### config.mk
export PLATFORM = sky130hd
export DESIGN_NAME = uart_rx
export DESIGN_NICKNAME = d
export VERILOG_FILES = /design/src/rtl/uart_pkg.sv /design/src/rtl/uart_sync2.sv /design/src/rtl/uart_rx.sv
export SDC_FILE = /design/constraint.sdc
export NUM_CORES = 1
export LEC_CHECK = 0
export ABC_AREA = 1
export CORE_UTILIZATION = 57
export DETAILED_ROUTE_END_ITERATION = 16
export PLACE_DENSITY = 0.78
export SLEW_MARGIN = 20
export SYNTH_ARGS = -nofsm -noshare
export SYNTH_HDL_FRONTEND = slang
export SYNTH_SLANG_ARGS = --single-unit
### constraint.sdc
create_clock -name clk -period 1.86 [get_ports clk]
set_clock_uncertainty 0.05 [all_clocks]
set_input_delay 0.279 -clock clk [delete_from_list [all_inputs] [get_ports clk]]
set_output_delay 0.279 -clock clk [all_outputs]
set_load 0.02 [all_outputs]
### src/rtl/uart_pkg.sv
`timescale 1ns/1ps
// Shared UART definitions: receiver/transmitter state encoding, frame shape
// and the clock-to-baud divider helper used by both directions of the link.
package uart_pkg;

   localparam int DATA_BITS = 8;
   localparam int STOP_BITS = 1;

   typedef enum logic [2:0] {
      IDLE,
      START,
      DATA,
      STOP,
      BREAK
   } uart_state_e;

   // Number of system clock cycles per serial bit (truncating division).
   function automatic int bit_cycles(input int clk_freq, input int baud);
      return clk_freq / baud;
   endfunction

endpackage

### src/rtl/uart_sync2.sv
`timescale 1ns/1ps
// Generic two-flop synchroniser for an asynchronous single-bit input.
// The reset value is a parameter so idle-high and idle-low pins can share it.
module uart_sync2 #(
   parameter logic RESET_VAL = 1'b1
) (
   input  logic clk,
   input  logic reset,
   input  logic d,
   output logic q
);

   logic meta_q, meta_d;
   logic sync_q, sync_d;

   // Next values are simply the previous stage of the chain.
   always_comb begin
      meta_d = d;
      sync_d = meta_q;
   end

   // Both stages fall back to the idle level while reset is held low.
   always_ff @(posedge clk or negedge reset) begin
      if (!reset) begin
         meta_q <= RESET_VAL;
         sync_q <= RESET_VAL;
      end else begin
         meta_q <= meta_d;
         sync_q <= sync_d;
      end
   end

   assign q = sync_q;

endmodule

### src/rtl/uart_rx.sv
`timescale 1ns/1ps
// UART receiver: 8N1, LSB first, idle-high line. Samples each bit at its
// centre, strobes rx_valid for one cycle per good frame, flags framing errors
// and ignores start glitches shorter than half a bit.
module uart_rx
   import uart_pkg::*;
#(
   parameter int CLK_FREQ  = 50_000_000,
   parameter int BAUD_RATE = 9600
) (
   input  logic       clk,
   input  logic       reset,
   input  logic       rx,
   output logic [7:0] rx_data,
   output logic       rx_valid,
   output logic       rx_busy,
   output logic       rx_frame_err
);

   localparam int BIT_CYCLES  = bit_cycles(CLK_FREQ, BAUD_RATE);
   localparam int HALF_CYCLES = BIT_CYCLES / 2;
   localparam int CNT_W       = (BIT_CYCLES > 1) ? $clog2(BIT_CYCLES) : 1;

   localparam logic [CNT_W-1:0] BIT_LAST  = CNT_W'(BIT_CYCLES - 1);
   localparam logic [CNT_W-1:0] HALF_LAST = CNT_W'(HALF_CYCLES - 1);
   localparam logic [2:0]       IDX_LAST  = 3'(DATA_BITS - 1);

   logic rx_s;

   uart_state_e          state_q, state_d;
   logic [CNT_W-1:0]     baud_cnt_q, baud_cnt_d;
   logic [2:0]           bit_idx_q, bit_idx_d;
   logic [DATA_BITS-1:0] shift_q, shift_d;
   logic [DATA_BITS-1:0] data_q, data_d;
   logic                 valid_q, valid_d;
   logic                 frame_err_q, frame_err_d;

   uart_sync2 #(
      .RESET_VAL (1'b1)
   ) u_sync (
      .clk   (clk),
      .reset (reset),
      .d     (rx),
      .q     (rx_s)
   );

   // Next-state, counter, shift register and strobe logic of the receive FSM.
   always_comb begin
      state_d     = state_q;
      baud_cnt_d  = baud_cnt_q + CNT_W'(1);
      bit_idx_d   = bit_idx_q;
      shift_d     = shift_q;
      data_d      = data_q;
      valid_d     = 1'b0;
      frame_err_d = 1'b0;

      case (state_q)
         IDLE: begin
            baud_cnt_d = '0;
            if (!rx_s) begin
               state_d = START;
            end
         end
         START: begin
            if (baud_cnt_q == HALF_LAST) begin
               if (!rx_s) begin
                  state_d   = DATA;
                  bit_idx_d = '0;
               end else begin
                  state_d = IDLE;
               end
            end
         end
         DATA: begin
            if (baud_cnt_q == BIT_LAST) begin
               baud_cnt_d = '0;
               shift_d    = {rx_s, shift_q[DATA_BITS-1:1]};
               bit_idx_d  = bit_idx_q + 3'd1;
               if (bit_idx_q == IDX_LAST) begin
                  state_d = STOP;
               end
            end
         end
         STOP: begin
            if (baud_cnt_q == BIT_LAST) begin
               if (rx_s) begin
                  data_d  = shift_q;
                  valid_d = 1'b1;
                  state_d = IDLE;
               end else begin
                  frame_err_d = 1'b1;
                  state_d     = BREAK;
               end
            end
         end
         BREAK: begin
            baud_cnt_d = '0;
            if (rx_s) begin
               state_d = IDLE;
            end
         end
         default: begin
            state_d    = IDLE;
            baud_cnt_d = '0;
         end
      endcase

      if (state_d != state_q) begin
         baud_cnt_d = '0;
      end
   end

   // State and datapath registers; reset discards any partial frame.
   always_ff @(posedge clk or negedge reset) begin
      if (!reset) begin
         state_q     <= IDLE;
         baud_cnt_q  <= '0;
         bit_idx_q   <= '0;
         shift_q     <= '0;
         data_q      <= '0;
         valid_q     <= 1'b0;
         frame_err_q <= 1'b0;
      end else begin
         state_q     <= state_d;
         baud_cnt_q  <= baud_cnt_d;
         bit_idx_q   <= bit_idx_d;
         shift_q     <= shift_d;
         data_q      <= data_d;
         valid_q     <= valid_d;
         frame_err_q <= frame_err_d;
      end
   end

   assign rx_data      = data_q;
   assign rx_valid     = valid_q;
   assign rx_frame_err = frame_err_q;
   assign rx_busy      = (state_q != IDLE);

endmodule

Word-level counts from Yosys, hierarchy flattened:

Index checks and enable logic that the tools add are counted.

* word-level logic and storage cells: 51
* register bits: 39
* output and inout bits: 11
* bits of input ports: 3

* reductions and logical operators: 7
* add/subtract/negate cells: 2
* equal/unequal tests: 11
* muxes and demuxes: 22

Operator list (count)
* $mux W3: 10
* $mux W13: 2
* $pmux W13 S2: 1
* $pmux W3 S5: 1
* $add A13 B1 Y13 const B: 1
* $eq A13 B12 Y1 const B: 1
* $eq A13 B13 Y1 const B: 1
* $eq A3 B2 Y1 const B: 2
* $eq A3 B3 Y1 const B: 2
* $mux W1: 6
* $ne A2 B2 Y1 const B: 3
* $pmux W3 S2: 1
* $reduce_and A4 Y1: 1
* $add A3 B1 Y3 const B: 1
* $eq A3 B1 Y1 const B: 1
* $logic_not A3 Y1: 1
* $ne A3 B3 Y1: 1
* $reduce_and A3 Y1: 1
* $reduce_bool A3 Y1: 1
* $mux W2: 1
* $reduce_and A2 Y1: 1
* $reduce_bool A2 Y1: 1
* $reduce_or A2 Y1: 1

Depth between registers and ports, before layout:

* word-level depth: 6
* depth in mapped cells: 11
* depth with buffers taken out: 10

Cells and area by module:

Synthesis repeated with hierarchy kept, for this count alone.

* cell total of the unflattened synthesis: 241
* area total of the unflattened synthesis: 2074.5 um^2

By module, submodules not included
* uart_rx: seq. area each 925.9 um^2, area each 2021.9 um^2, cells each 239, instances 1
* uart_sync2: seq. area each 52.6 um^2, area each 52.6 um^2, cells each 2, instances 1

Worst setup path after synthesis:

Ideal clock, no wire load.

* path kind: register to register
* start: register baud_cnt_q[0]
* end: register data_q[5], in the netlist rx_data[5]
* data arrival time: 1.399 ns
* period minus slack after synthesis: 1.566 ns
* path buffers: 1
* stages on the path, launching flop included: 12
* library setup time: 0.118 ns
* data required time: 1.692 ns
* setup slack: 0.294 ns
* cells stage by stage: dfrtp_1 ha_1 nand2_2 nor2_2 nand3_2 inv_2 nand2_2 nor2_4 inv_2 buf_6 nand2_1 o21ai_2

* word-level cells in the longest chain between the ends: 2

Ends and longest elaborated chain
* start: declaration: line uart_rx.sv:31 `logic [CNT_W-1:0] baud_cnt_q, baud_cnt_d;`
* start signal: assignment: line uart_rx.sv:125 `baud_cnt_q <= baud_cnt_d;`
* $eq A13 B13 Y1: line uart_rx.sv:85 `if (baud_cnt_q == BIT_LAST) begin`
* $reduce_and A3 Y1 (no line)
* end signal: assignment: line uart_rx.sv:128 `data_q <= data_d;`
* end: declaration: line uart_rx.sv:34 `logic [DATA_BITS-1:0] data_q, data_d;`

Every way passes these cells.
A chain may end at the register's enable or synchronous reset.

Worst setup path in the final report:

* start: register baud_cnt_q[0]
* end: register data_q[1], in the netlist rx_data[1]

Same word-level chain as after synthesis.

==> impl_metrics.json <==
{
  "status": "finished clean",
  "gp_congestion": 0.929,
  "wl_per_cell_um": 12.1,
  "cp-startpoint": "baud_cnt_q[0]$_DFF_PN0_",
  "synth_nets": 253,
  "cts_buffers": 5,
  "hold_start": "rx",
  "min_period_over_period_pct": 92.6,
  "avgSynthCellArea_um2": 7.94,
  "wl_met3_um": 247,
  "timing.rr.start": "baud_cnt_q[0]$_DFF_PN0_",
  "start_kind": "register",
  "cts_tree": "yes",
  "power_leakage_nw": 1.10,
  "dieHeight_um": 60.7,
  "core_mm2": 0.00315,
  "drv_cap": 0,
  "final_cell_mix": "nand2_1, dfrtp_1, nor2_1, inv_1, nand3_1",
  "drive_gt1_share_pct": 15.7,
  "maxSlewViolCount": 0,
  "r2r_end": "rx_data[1]$_DFFE_PN0P_",
  "wl_met2_um": 1660,
  "die_area_mm2": 0.00368,
  "grt_overflow": 0,
  "tightest_slew_ns": 0.431,
  "drt_drc_violations_left": 0,
  "grt_start_max_net_pins": 22,
  "synth_edf_count": 0,
  "arrival_ns": 1.92,
  "hpwl_um": 2760,
  "final_nets": 279,
  "vias": 1611,
  "port_buffers": 13,
  "worst-path-max-fanout": 15,
  "vias_per_cell": 5.07,
  "hold_viol": 0,
  "synth_ff_type": "dfrtp_1",
  "ios": 14,
  "rsz0062_at_grt": "yes",
  "post_dp_cell_area_mm2": 0.00216,
  "r2r_slack_ns": 0.14,
  "clkTransAtPathRegs_ns": 0.12,
  "grt.total_usage_pct": 23.9,
  "area_growth_pct": 17.5,
  "clk_latency_ns": 0.35,
  "ys_warn_count": 0,
  "root_buffer": "clkbuf_4",
  "required_ns": 2.05,
  "die_w_um": 60.7,
  "post-route-cell-area_mm2": 0.00230,
  "ys_seq_elements": 39,
  "rr_worst_depth": 10,
  "synthArstFlopShare_pct": 100,
  "antenna_found_initial": 0,
  "whs_endpoint": "u_sync.meta_q$_DFF_PN1_",
  "max_freq_mhz": 580,
  "synthesis.instances": 247,
  "hold_depth": 1,
  "cts.sinks": 39,
  "wl_met1_um": 1860,
  "period_minus_slack_ns": 1.72,
  "syn-cell-area_mm2": 0.00196,
  "layout_commonest_cell": "nand2_1",
  "setup.worst_path.end_class": "register",
  "antenna_cells": 0,
  "ir_drop_uv": 606,
  "h-tree-depth": 2,
  "setup_viol": 0,
  "hold_class": "primary input to register",
  "fin_tns_setup_ns": 0,
  "firstDrtPassIters": 4,
  "start_util_pct": 62.2,
  "slew-limit-headroom_pct": 71.3,
  "routed_wl_um": 3840,
  "drtIter0Drc": 118,
  "highest_layer": "met4",
  "worstSetupPathType": "register to register",
  "grt_pass1_vias": 1404,
  "ys_types": 26,
  "p_per_area_mw_per_mm2": 643,
  "clockBufferDepth": 2,
  "num_rows": 20,
  "grt_pass1_wl_um": 6240,
  "ys_seq_area_share_pct": 49.9,
  "drtAntennaViolNets": 0
}
## power breakdown
| part | total [mW] | leakage, nW | internal, mW | switching [mW] |
|---|---|---|---|---|
| Clock | 0.600 | 0.0489 | 0.324 | 0.275 |
| Combinational | 0.0272 | 0.533 | 0.00856 | 0.0186 |
| Sequential | 0.854 | 0.522 | 0.852 | 0.00236 |
| Total | 1.48 | 1.10 | 1.18 | 0.296 |
## routing by layer
layer	GRT usage, %	up-vias
li1	-	836
met1	33.8	717
met2	35.8	49
met3	5.76	9
met4	9.09	0
met5	0	-
## cells by family (layout without fill, tap and decap cells)
family | count (synthesis) | in the layout | share of synthesized area (%)
AOI/OAI and AO/OA | 29 | 29 | 9.12
DFF | 39 | 39 | 49.9
and+or+nand+nor | 135 | 135 | 30.1
adders and majority gates | 3 | 3 | 1.91
buffers and inverters | 40 | 67 | 8.55
xor gates and xnor gates | 1 | 1 | 0.447
## state kept, by name, indices dropped and copies added (netlist names)
register       flops
rx_valid           1
rx_data            8
rx_frame_err       1
shift_q            8
baud_cnt_q        13
u_sync.q           1
state_q            3
u_sync.meta_q      1
bit_idx_q          3
## worst max-delay path, cell delays in order, from the launching register on
cell and delay (ns):
dfrtp_1 0.38, ha_2 0.21, nand2_2 0.09, nor2_2 0.13
nand3_2 0.12, inv_2 0.12, nand2_2 0.08, nor2_4 0.14
inv_4 0.11, nand2_1 0.12, o21ai_2 0.06
## per-stage QoR
step	cells	hold slack, ns	util [%]	total power, mW	worst slack, ns
2_1_floorplan	247	-0.0666	-	0.872	0.294
3_3_place_gp	305	0.191	68.5	0.897	0.138
3_5_place_dp	305	0.190	68.5	0.897	0.0430
4_1_cts	314	0.258	71.7	1.49	0.0788
5_1_grt	318	0.268	73.1	1.52	-0.0679
6_report	318	0.267	73.1	1.48	0.137
## cell usage after synthesis (3+ instances only)
cell,number,area (µm²)
inv_2,3,11.3
ha_1,3,37.5
o21ai_0,16,80.1
nand3_1,19,95.1
inv_1,33,124
o21ai_2,7,61.3
a21oi_1,3,15.0
nand4_1,5,31.3
dfrtp_1,37,926
nor3_1,4,20.0
nor2_1,36,135
nand2_1,62,233
## repair_timing
item / in CTS / in global routing
pin swaps: 0 / 0
buffers inserted: 0 / 4
setup endpoints to repair: 3 / 28
endpoints found under the hold margin: 16 / 0
hold buffers: 1 / 0
gates resized for setup: 3 / 6
## how the worst max path moves through the flow
stage | end | cells past startpoint
CTS | rx_data[1]$_DFFE_PN0P_ | 10
global route | baud_cnt_q[10]$_DFF_PN0_ | 9
global placement | baud_cnt_q[10]$_DFF_PN0_ | 9
finish | rx_data[1]$_DFFE_PN0P_ | 10
floorplan | rx_data[5]$_DFFE_PN0P_ | 11
detailed placement | baud_cnt_q[0]$_DFF_PN0_ | 10
## cell type report
| type | count | area, µm² |
|---|---|---|
| fill | 273 | 848 |
| tap | 44 | 55.1 |
| multi-input combinational | 168 | 828 |
| clock buffer | 6 | 51.3 |
| inverter | 36 | 138 |
| clock inverter | 2 | 38.8 |
| sequential | 39 | 980 |
| timing repair buffer | 23 | 214 |
No activity file was read; power rests on OpenSTA's default activity.
